File: src/rtl/xmem_addr_gen.sv
// ============================================================================
//  Module      : xmem_addr_gen
//  Description : Two-level (nested-loop) address generator for one port of a
//                dual-port data memory. It streams a strided 2-D address
//                pattern with a registered enable, and needs no processor
//                involvement once the pass has started.
//  Revision    : 1.0 - initial release
// ----------------------------------------------------------------------------
//  Ports
//    clk         in   clock
//    rst_n       in   synchronous reset, active low
//    run         in   start pulse; accepted only in IDLE or DONE
//    stall       in   freeze counters and outputs while high
//    start       in   first address
//    iterations  in   outer loop count (number of periods)
//    period      in   inner loop length in cycles
//    duty        in   enabled cycles at the start of each period
//    delay       in   idle cycles between run and the first period
//    incr        in   two's-complement step after each enabled cycle
//    shift       in   two's-complement step at the end of each period
//    addr        out  registered memory address
//    en          out  registered memory port enable
//    busy        out  high in DELAY and RUN
//    done        out  high in DONE until the next accepted run
// ============================================================================
`default_nettype none

module xmem_addr_gen #(
  parameter int DADDR_W  = 11,
  parameter int PERIOD_W = 10
) (
  input  logic                clk,
  input  logic                rst_n,
  input  logic                run,
  input  logic                stall,
  input  logic [DADDR_W-1:0]  start,
  input  logic [DADDR_W-1:0]  iterations,
  input  logic [PERIOD_W-1:0] period,
  input  logic [PERIOD_W-1:0] duty,
  input  logic [PERIOD_W-1:0] delay,
  input  logic [DADDR_W-1:0]  incr,
  input  logic [DADDR_W-1:0]  shift,
  output logic [DADDR_W-1:0]  addr,
  output logic                en,
  output logic                busy,
  output logic                done
);

  localparam logic [PERIOD_W-1:0] c_ONE_P = PERIOD_W'(1);
  localparam logic [DADDR_W-1:0]  c_ONE_A = DADDR_W'(1);

  typedef enum logic [1:0] {
    S_IDLE  = 2'd0,
    S_DELAY = 2'd1,
    S_RUN   = 2'd2,
    S_DONE  = 2'd3
  } state_t;

  state_t r_state;

  // Configuration captured when a run is accepted and held for the pass.
  logic [DADDR_W-1:0]  r_start;
  logic [DADDR_W-1:0]  r_iter;
  logic [PERIOD_W-1:0] r_period;
  logic [PERIOD_W-1:0] r_duty;
  logic [DADDR_W-1:0]  r_incr;
  logic [DADDR_W-1:0]  r_shift;

  // Loop counters. r_pcnt/r_icnt describe the cycle currently on the outputs.
  logic [PERIOD_W-1:0] r_dcnt;
  logic [PERIOD_W-1:0] r_pcnt;
  logic [DADDR_W-1:0]  r_icnt;

  logic                w_last_p;
  logic                w_last_i;
  logic [PERIOD_W-1:0] w_pnext;
  logic [DADDR_W-1:0]  w_step;

  assign w_last_p = (r_pcnt == (r_period - c_ONE_P));
  assign w_last_i = (r_icnt == (r_iter - c_ONE_A));
  assign w_pnext  = r_pcnt + c_ONE_P;
  // Both steps apply when the last cycle of a period is also an enabled one.
  assign w_step   = (en ? r_incr : '0) + (w_last_p ? r_shift : '0);

  always_ff @(posedge clk) begin
    if (!rst_n) begin
      r_state  <= S_IDLE;
      r_start  <= '0;
      r_iter   <= '0;
      r_period <= '0;
      r_duty   <= '0;
      r_incr   <= '0;
      r_shift  <= '0;
      r_dcnt   <= '0;
      r_pcnt   <= '0;
      r_icnt   <= '0;
      addr     <= '0;
      en       <= 1'b0;
      busy     <= 1'b0;
      done     <= 1'b0;
    end else if (!stall) begin
      case (r_state)
        S_IDLE, S_DONE: begin
          if (run) begin
            r_start  <= start;
            r_iter   <= iterations;
            r_period <= period;
            r_duty   <= duty;
            r_incr   <= incr;
            r_shift  <= shift;
            r_dcnt   <= delay;
            r_pcnt   <= '0;
            r_icnt   <= '0;
            en       <= 1'b0;
            if ((iterations == '0) || (period == '0)) begin
              // Empty pass: report completion without ever enabling the port.
              r_state <= S_DONE;
              busy    <= 1'b0;
              done    <= 1'b1;
            end else if (delay != '0) begin
              r_state <= S_DELAY;
              addr    <= start;
              busy    <= 1'b1;
              done    <= 1'b0;
            end else begin
              r_state <= S_RUN;
              addr    <= start;
              en      <= (duty != '0);
              busy    <= 1'b1;
              done    <= 1'b0;
            end
          end
        end

        S_DELAY: begin
          // r_dcnt reaches 1 on the edge that closes the last delay cycle.
          if (r_dcnt == c_ONE_P) begin
            r_state <= S_RUN;
            addr    <= r_start;
            en      <= (r_duty != '0);
          end
          r_dcnt <= r_dcnt - c_ONE_P;
        end

        S_RUN: begin
          if (w_last_p && w_last_i) begin
            // Address holds the last value issued.
            r_state <= S_DONE;
            en      <= 1'b0;
            busy    <= 1'b0;
            done    <= 1'b1;
          end else begin
            addr <= addr + w_step;
            if (w_last_p) begin
              r_pcnt <= '0;
              r_icnt <= r_icnt + c_ONE_A;
              en     <= (r_duty != '0);
            end else begin
              r_pcnt <= w_pnext;
              en     <= (w_pnext < r_duty);
            end
          end
        end

        default: r_state <= S_IDLE;
      endcase
    end
  end

endmodule

`default_nettype wire
File: config.mk
export PLATFORM = sky130hd
export DESIGN_NAME = xmem_addr_gen
export DESIGN_NICKNAME = d
export VERILOG_FILES = /design/src/rtl/xmem_addr_gen.sv
export SDC_FILE = /design/constraint.sdc
export NUM_CORES = 1
export LEC_CHECK = 0
export BUFFER_PORTS_ARGS = -buffer_cell sky130_fd_sc_hd__buf_2
export CORE_MARGIN = 2
export CORE_UTILIZATION = 30
export CTS_CLUSTER_DIAMETER = 200
export DETAILED_ROUTE_END_ITERATION = 12
export PLACE_DENSITY = 0.5
export REMOVE_ABC_BUFFERS = 1
export SLEW_MARGIN = 20
export SYNTH_ARGS = -nofsm -noshare
export SYNTH_HDL_FRONTEND = slang
export SYNTH_SLANG_ARGS = --single-unit
File: constraint.sdc
create_clock -name clk -period 4.7 [get_ports clk]
set_clock_uncertainty 0.05 [all_clocks]
set_input_delay 0.94 -clock clk [delete_from_list [all_inputs] [get_ports clk]]
set_output_delay 0.94 -clock clk [all_outputs]
set_load 0.01 [all_outputs]
## After elaboration in Yosys (flattened, before gate mapping)

Index checks and enable logic that the tools add are counted.

| operators by class | value |
|---|---|
| add/subtract/negate cells | 7 |
| $mul | 0 |
| divide/modulo/power cells | 0 |
| order comparisons | 1 |
| equality and inequality tests | 12 |
| shift operators | 0 |
| mux-type cells | 38 |
| bitwise operators | 1 |
| reductions and logical operators | 19 |

Operator list:

| operator | count |
|---|---|
| 2-to-1 mux 11 bit | 9 |
| 2-to-1 mux 10 bit | 4 |
| one-hot mux 10 bit (2 select lines) | 2 |
| one-hot mux 11 bit (3 select lines) | 1 |
| nonzero test 10 bit | 3 |
| adder 11 bit | 2 |
| one-hot mux 11 bit (2 select lines) | 1 |
| subtractor 10 x 1 -> 10 bit, second input constant | 2 |
| 2-to-1 mux 1 bit | 12 |
| != test 2 bit, second input constant | 6 |
| AND reduction 4 bit | 3 |
| adder 11 x 1 -> 11 bit, second input constant | 1 |
| == test 11 bit | 1 |
| logical NOT 11 bit | 1 |
| subtractor 11 x 1 -> 11 bit, second input constant | 1 |
| adder 10 x 1 -> 10 bit, second input constant | 1 |
| == test 10 x 1 -> 1 bit, second input constant | 1 |
| == test 10 bit | 1 |
| logical NOT 10 bit | 1 |
| < comparator 10 bit | 1 |
| 2-to-1 mux 2 bit | 5 |
| AND reduction 5 bit | 2 |
| AND reduction 3 bit | 3 |
| one-hot mux 2 bit (3 select lines) | 1 |
| 10 further kinds | 13 |

| storage, ports and cells | value |
|---|---|
| register bits | 111 |
| latch bits | 0 |
| bits in writable memories | 0 |
| ROM bits | 0 |
| input bits | 78 |
| output and inout port bits | 14 |
| logic and storage cells | 92 |
| memories | 0 |

## Logic depth before layout (Yosys ltp)

Gate-level depths: netlist of the first run.

| logic depth | value |
|---|---|
| depth after elaboration | 7 |
| mapped depth | 22 |
| depth with buffers taken out | 21 |

## Worst setup path after synthesis of the first run

Ideal clock, no wire load.

| timing | value |
|---|---|
| kind | register to register |
| start | register r_pcnt[5] |
| end | register addr[10] |
| setup time | 0.122 ns |
| data arrival time | 4.209 ns |
| required time | 4.528 ns |
| path slack | 0.319 ns |
| stages on the path, launching flop included | 19 |
| buffers on the path | 2 |
| period minus slack after synthesis | 4.381 ns |
| cell sequence | dfxtp_1 -> clkbuf_1 -> nor4b_1 -> a21oi_1 -> nor4bb_1 -> nand4_1 -> nor2_1 -> clkbuf_1 -> and2_1 -> fa_1 -> ha_1 -> a21oi_1 -> o21ai_0 -> a2111oi_0 -> nor3_1 -> a31o_2 -> nand3_1 -> a21oi_1 -> o311a_1 |

| between the ends | value |
|---|---|
| word-level cells in the longest chain between the ends | 6 |
| elaborated cells between the ends (all ways) | 9 |
| those cells by class | add/sub (2); eq/ne (2); mux (3); reduce/logical (2) |

RTL lines:

| element | RTL line | source |
|---|---|---|
| start: declaration | 71 | `logic [PERIOD_W-1:0] r_pcnt;` |
| start signal: assignment | 159 | `r_pcnt <= w_pnext;` |
| == test 10 bit * | 79 | `assign w_last_p = (r_pcnt == (r_period - c_ONE_P));` |
| 2-to-1 mux 11 bit | 83 | `assign w_step = (en ? r_incr : '0) + (w_last_p ? r_shift : '0);` |
| adder 11 bit | 83 |  |
| adder 11 bit | 153 | `addr <= addr + w_step;` |
| 2-to-1 mux 11 bit | 146 | `if (w_last_p && w_last_i) begin` |
| one-hot mux 11 bit (3 select lines) | 102 | `case (r_state)` |
| end signal: assignment | 122 | `addr <= start;` |
| end signal: assignment | 139 | `addr <= r_start;` |
| end signal: assignment | 153 |  |
| end: declaration | 43 | `output logic [DADDR_W-1:0] addr,` |

Mark *: on every way between the ends. The rest lies on a longest branch, timed or not. The select of a mux whose other input is x is not followed.
A chain may end at the register's enable or synchronous reset.

## Worst setup path after layout of the first run

| timing | value |
|---|---|
| start | register r_period[0] |
| end | register addr[10] |

| between the ends | value |
|---|---|
| word-level cells in the longest chain between the ends | 7 |
| elaborated cells between the ends (all ways) | 10 |
| those cells by class | add/sub (3); eq/ne (2); mux (3); reduce/logical (2) |

RTL lines:

| element | RTL line | source |
|---|---|---|
| start: declaration | 64 | `logic [PERIOD_W-1:0] r_period;` |
| start signal: assignment | 107 | `r_period <= period;` |
| subtractor 10 x 1 -> 10 bit * | 79 |  |
| == test 10 bit * | 79 |  |
| 2-to-1 mux 11 bit | 83 |  |
| adder 11 bit | 83 |  |
| adder 11 bit | 153 |  |
| 2-to-1 mux 11 bit | 146 |  |
| one-hot mux 11 bit (3 select lines) | 102 |  |

Marks and branches as above.

==> run metrics, run 1 <==
status finished clean; die height 155 um; Critical Path RT 4910 ps; synthesized area 6860 um2; Leakage Power 3.17 nW; minimum clock period 4390 ps; crit path cell chain inv_1, ha_1, nor3b_2, xnor2_1, nor4bb_1, nand4_1, nor2_1, buf_4, and2_1, fa_1, ha_1, a21oi_2, o21ai_1, a2111oi_2, nor3_2, a31o_2, nand3_1, a21oi_1, o311a_1; I/O pin count 92; DIE WIDTH 155 um; Most common cell on crit path ha_1; Top FF cell, synth dfxtp_1; H-tree depth 3; Nets 1040; Avg WL per Cell 14.9 um; GPL Wtd Cong 0.814; power per cell area 393 nW/um2; gr usage total 0.156; fmax 228 MHz; CTS buffer count 9; CP Capture Type register; core area 22600 um2; Yosys cell types 65; Crit path arrival time 4590 ps; Rows 55; post-route insts no fill 1215; vias in the first global route 5822; register bit total from synthesis 111; crit path max-delay cell type fa_1; largest net degree at the start of global routing 66; grt ovf 0; CP startpoint kind register; Syn Inst Count 863; Reg clk slew, reported paths 80 ps; final WL 18100 um; DPL Wire Length 12900 um; Synth Area in Compound Gates 0.222; main combinational cell family by area after synthesis simple AND/OR/NAND/NOR gates; Worst path max stage delay 430 ps; ys async rst share 0; RSZ-0062 raised after global routing false; Worst Setup Path Type reg2reg; mux contribution to synthesized area 0.0146; first drt pass iteration count 4; Clock Tree Buf Depth 2; hold_buf cts 0; Final Hold Viols 0; fin area 7900 um2; antenna cell count 0; Hold Crit Class reg2reg; post-synthesis simple-gate area fraction 0.245; slew of the pin with the lowest slew margin 979 ps; Peak VDD IR 178 uV; Sequential Area 2220 um2; Synth Area in XOR/XNOR 0.0574; synthesized area per cell 7.95 um2; Fill cells 2443; YS warnings 0; Clock Tree Root clkbuf_16; area occupied by multi-input gates 4290 um2; number of antenna violations at the first check in global routing 0; starting density of the core 0.304; initial DRC count 301; Post-DRT Antenna Nets 0; max_cap viols 0; DIE AREA 24100 um2; Area Growth Syn to Fin 15.2%; TritonCTS clock tree built; first-pass GRT wire length 30200 um; sequential share of the synthesized area 0.324; max-slew violation count 0; normalized max-slew margin 0.339; routed via count 6053; crit-path max FO 7; DRC Markers 0; dpl cell area 7530 um2; crit share post-route 0.933; Sinks on Clock Net 111; Skew-Pair Late Insertion Delay 360 ps; layout cells sized above 1 0.152; number of synthesized flops with an enable pin 0; IO buf count 91; number of vias per cell 4.98; cell total after placement 1199; Synth Area in Adders 0.0795; # setup viols final 0
path summary, 6_finish.rpt:
path / from / to / slack (ps) / cells after the start
worst min-delay path: r_incr[0] / r_incr[0] / 410 / 2
worst min register to register: r_incr[0] / r_incr[0] / 410 / 2
worst max register to register: r_period[0] / addr[10] / 310 / 19
worst max-delay path: r_period[0] / addr[10] / 310 / 19
critical path, delay by kind of cell (launching register included):
kind | cells | cell delay, ps
AOI/OAI and AO/OA | 6 | 1370
and+or+nand+nor | 7 | 1170
adders and majority gates | 3 | 970
DFF | 1 | 360
buffers and inverters | 2 | 210
xor gates and xnor gates | 1 | 180
cell families after synthesis:
group	Yosys count
buf+inv	92
compound gates	218
simple gates	350
fa+ha+maj	37
flops	111
xor+xnor	45
mux	10
cells in the final DEF, fill, tap and decap left out, drive strengths merged, types with 4 or more instances in the layout:
cell type,synthesis,layout
or3,8,8
fa,11,11
nand2,174,174
nand3,22,22
ha,26,26
buf,9,104
nor2b,13,13
o21ai,40,40
and2,21,21
o31ai,6,6
xor2,18,18
nor3,21,21
o211ai,4,4
nor3b,5,5
a31oi,5,5
o21a,5,5
a221oi,4,4
nor4,15,15
mux2i,10,10
inv,38,39
dfxtp,111,111
a21oi,27,27
clkbuf,44,10
a22oi,7,7
or4,7,7
a211o,8,8
xnor2,27,27
nand4b,7,7
a21boi,75,75
a21o,8,8
nor2,36,36
and3,7,7
cells in the mapped netlist (3+ instances only):
cell	count	area share
and3_1	7	0.0064
or4_1	6	0.0066
a21oi_1	27	0.020
nand4b_1	7	0.0089
xnor2_1	27	0.034
fa_1	11	0.032
nor3_1	21	0.015
mux2i_1	10	0.015
xor2_1	18	0.023
nand2_1	174	0.095
o31ai_1	6	0.0066
a31oi_1	5	0.0046
o21ai_0	34	0.025
and2_1	20	0.018
nor2_1	36	0.020
a41oi_1	3	0.0038
a22oi_1	7	0.0077
nor3b_1	5	0.0055
a21o_1	8	0.0088
clkbuf_1	44	0.024
a21boi_0	72	0.079
nand3_1	22	0.016
a221oi_1	4	0.0051
a21boi_1	3	0.0033
nand2b_1	3	0.0027
nor2b_1	13	0.012
nand4_1	3	0.0027
or3_1	8	0.0073
buf_6	4	0.0066
o211ai_1	4	0.0044
o2111ai_1	3	0.0038
a211o_1	8	0.010
ha_1	26	0.047
inv_1	38	0.021
dfxtp_1	111	0.32
or2_2	3	0.0027
o21ai_1	6	0.0044
nor4_1	14	0.013
o21a_1	5	0.0055
a221o_1	3	0.0044
state kept, by name, summed over array words and instances (netlist names):
| register | cells |
|---|---|
| busy | 1 |
| done | 1 |
| r_icnt | 11 |
| r_period | 10 |
| r_state | 2 |
| addr | 11 |
| r_shift | 11 |
| r_start | 11 |
| r_incr | 11 |
| r_duty | 10 |
| r_dcnt | 10 |
| r_pcnt | 10 |
| r_iter | 11 |
| en | 1 |
routing by layer:
metal | vias up | part of all wire | global-route usage
met5 | - | 0 | 0
met4 | 0 | 0.019 | 0.0498
met3 | 20 | 0.024 | 0.0226
met2 | 89 | 0.45 | 0.248
met1 | 2806 | 0.51 | 0.217
li1 | 3138 | - | -
stage by stage:
step	setup TNS [ps]	hold WS, ps	util	setup WS, ps	total power, mW
CTS	0	413	0.348	258	3.14
global route	0	431	0.350	14.6	3.33
floorplan	-30020	389	-	-1430	1.91
detailed placement	0	402	0.334	273	2.26
global placement	0	400	0.334	363	2.26
finish	0	409	0.350	313	3.11
final cells by class:
| type | instances | share of cell area |
|---|---|---|
| sequential | 111 | 0.281 |
| tap | 285 | 0.0451 |
| timing repair buffer | 104 | 0.0700 |
| multi-input combinational | 660 | 0.543 |
| clock inverter | 6 | 0.0117 |
| clock buffer | 10 | 0.0302 |
| inverter | 39 | 0.0185 |
what timing repair did:
action                                  in CTS  in global routing
endpoints found under the setup margin       0                  3
buffers inserted                             0                  0
resized for setup                            0                 10
report_power, final:
group	internal, mW	leakage, nW	switching, mW	total, mW
combinational	0.405	2.11	0.659	1.06
sequential	1.06	0.905	0.116	1.17
clock	0.486	0.155	0.383	0.868
No activity file was read; power rests on OpenSTA's default activity.
==> run 2: changes to the inputs <==
==> constraint.sdc (replaced) <==
create_clock -name clk -period 4.7 [get_ports clk]
set_clock_uncertainty 0.05 [all_clocks]
set_input_delay 0.235 -clock clk [delete_from_list [all_inputs] [get_ports clk]]
set_output_delay 0.235 -clock clk [all_outputs]
set_load 0.01 [all_outputs]
==> run 2 against run 1 <==
Effect of this change: via count is 0.86% higher; sequential cell count stayed put; global-route usage is 0.30 points lower; power is 1.0% lower; clock power is 2% lower; utilization is 0.11 points lower; register-to-register slack better by 70 ps; sequential power hardly changed; sequential share of layout area is 0.089 points higher; wire length is 1.2% lower; highest routed layer unchanged; cell count stayed put.
==> run metrics, run 2 (synthesized netlist as in run 1, its figures left out) <==
Skew-Pair Late Insertion Delay 360 ps; crit path max-delay cell type fa_1; largest net degree at the start of global routing 66; die height 155 um; core area 22600 um2; Peak VDD IR 161 uV; TritonCTS clock tree built; fmax 232 MHz; Gate power share 0.343; DPL Wire Length 12900 um; gr usage total 0.152; H-tree depth 3; Critical Path RT 4900 ps; hold_buf cts 0; status finished clean; DIE AREA 24100 um2; antenna cell count 0; Sinks on Clock Net 111; Hold Crit Class in2reg; minimum clock period 4320 ps; commonest non-fill, non-tap cell in the layout nand2_1; DIE WIDTH 155 um; layout cells sized above 1 0.149; DRC Markers 0; Clock Tree Root clkbuf_16; crit share post-route 0.918; slew of the pin with the lowest slew margin 952 ps; first-pass GRT wire length 29600 um; Most common cell on crit path ha_1; Leakage Power 3.16 nW; Worst Setup Path Type reg2reg; first drt pass iteration count 5; fin util 0.349; I/O pin count 92; Avg WL per Cell 14.7 um; Area Growth Syn to Fin 14.8%; RSZ-0062 raised after global routing false; routed via count 6105; worst hold slack 60.5 ps; crit-path max FO 7; Final Hold Viols 0; most frequent cells in the layout nand2_1, dfxtp_1, buf_2; crit path cell chain inv_1, ha_1, xor2_1, nand2_1, nor4bb_1, nand4_1, nor2_1, buf_4, and2_1, fa_1, ha_1, a21oi_2, o21ai_1, a2111oi_2, nor3_1, a31o_2, nand3_1, a21oi_1, o311a_1; post-CTS setup buffer count 0; vias in the first global route 5808; max_cap viols 0; normalized max-slew margin 0.365; Clock Tree Buf Depth 2; Fill cells 2409; GPL Wtd Cong 0.801; total internal power 1.93 mW; Crit path arrival time 4520 ps; CP Capture Type register; # setup viols final 0; number of vias per cell 5.02; Sw Ratio 0.372; starting density of the core 0.304; Rows 55; final WL 17900 um; cell family with most CP delay compound AO/OA/AOI/OAI gates; initial DRC count 310; Nets 1040; Reg clk slew, reported paths 80 ps; Net Switching 1.14 mW; number of antenna violations at the first check in global routing 0; max-slew violation count 0; CP startpoint kind register; power per cell area 390 nW/um2; register share of total power 0.382; CTS buffer count 9; grt ovf 0; clock share of power 0.276; IO buf count 91; Buffers & Inverters on Critical Path 2; Post-DRT Antenna Nets 0; Worst path max stage delay 440 ps
run 2: cell type report:
class	count	area (um2)	area share
clock buffer	9	225	0.0286
inverter	39	146	0.0186
clock inverter	7	96.3	0.0122
multi-input combinational	660	4280	0.543
timing repair buffer	104	553	0.0702
sequential	111	2220	0.282
tap	285	357	0.0453
run 2: worst paths after layout:
path	startpoint	endpoint	slack, ps	depth (start not counted)
max	r_period[0]	addr[10]	380	19
min	shift[5]	r_shift[5]	60	3
min reg2reg	r_incr[7]	r_incr[7]	410	2
max reg2reg	r_period[0]	addr[10]	380	19
run 2: timing repair:
action,4_1_cts,5_1_grt
setup endpoints to repair,0,3
hold endpoints to repair,0,0
gates resized for setup,0,8
run 2: power by group through the flow:
stage	logic [mW]	registers [mW]	clock network (mW)
after detailed placement	1.06	1.20	0
after global placement	1.06	1.20	0
final	1.05	1.17	0.848
after CTS	1.06	1.17	0.882
after floorplan	0.734	1.17	0
after global routing	1.20	1.19	0.909
run 2: worst register-to-register path, stage by stage (launching register included):
cell	delay [ps]
dfxtp_2	360
inv_1	50
ha_1	290
xor2_1	170
nand2_1	80
nor4bb_1	280
nand4_1	190
nor2_1	140
buf_4	160
and2_1	160
fa_1	450
ha_1	320
a21oi_2	170
o21ai_1	120
a2111oi_2	370
nor3_1	130
a31o_2	280
nand3_1	70
a21oi_1	70
o311a_1	320
run 2: metrics by stage:
stage / cells / setup WS, ps / setup TNS [ps] / area (um2) / total power, mW
3_5_place_dp: 1199 / 243 / 0 / 7530 / 2.25
4_1_cts: 1215 / 216 / 0 / 7850 / 3.12
5_1_grt: 1215 / 12.7 / 0 / 7880 / 3.30
3_3_place_gp: 1199 / 352 / 0 / 7530 / 2.26
6_report: 1215 / 384 / 0 / 7880 / 3.08
2_1_floorplan: 810 / -1430 / -30020 / 6610 / 1.91
run 2: layer usage:
layer / GRT usage / wire [um] / part of all wire / vias to the layer above
met4: 0.0516 / 319 / 0.018 / 0
met1: 0.207 / 8790 / 0.49 / 2854
met2: 0.246 / 8170 / 0.46 / 108
li1: - / - / - / 3123
met5: 0 / 0 / 0 / -
met3: 0.0267 / 583 / 0.033 / 20
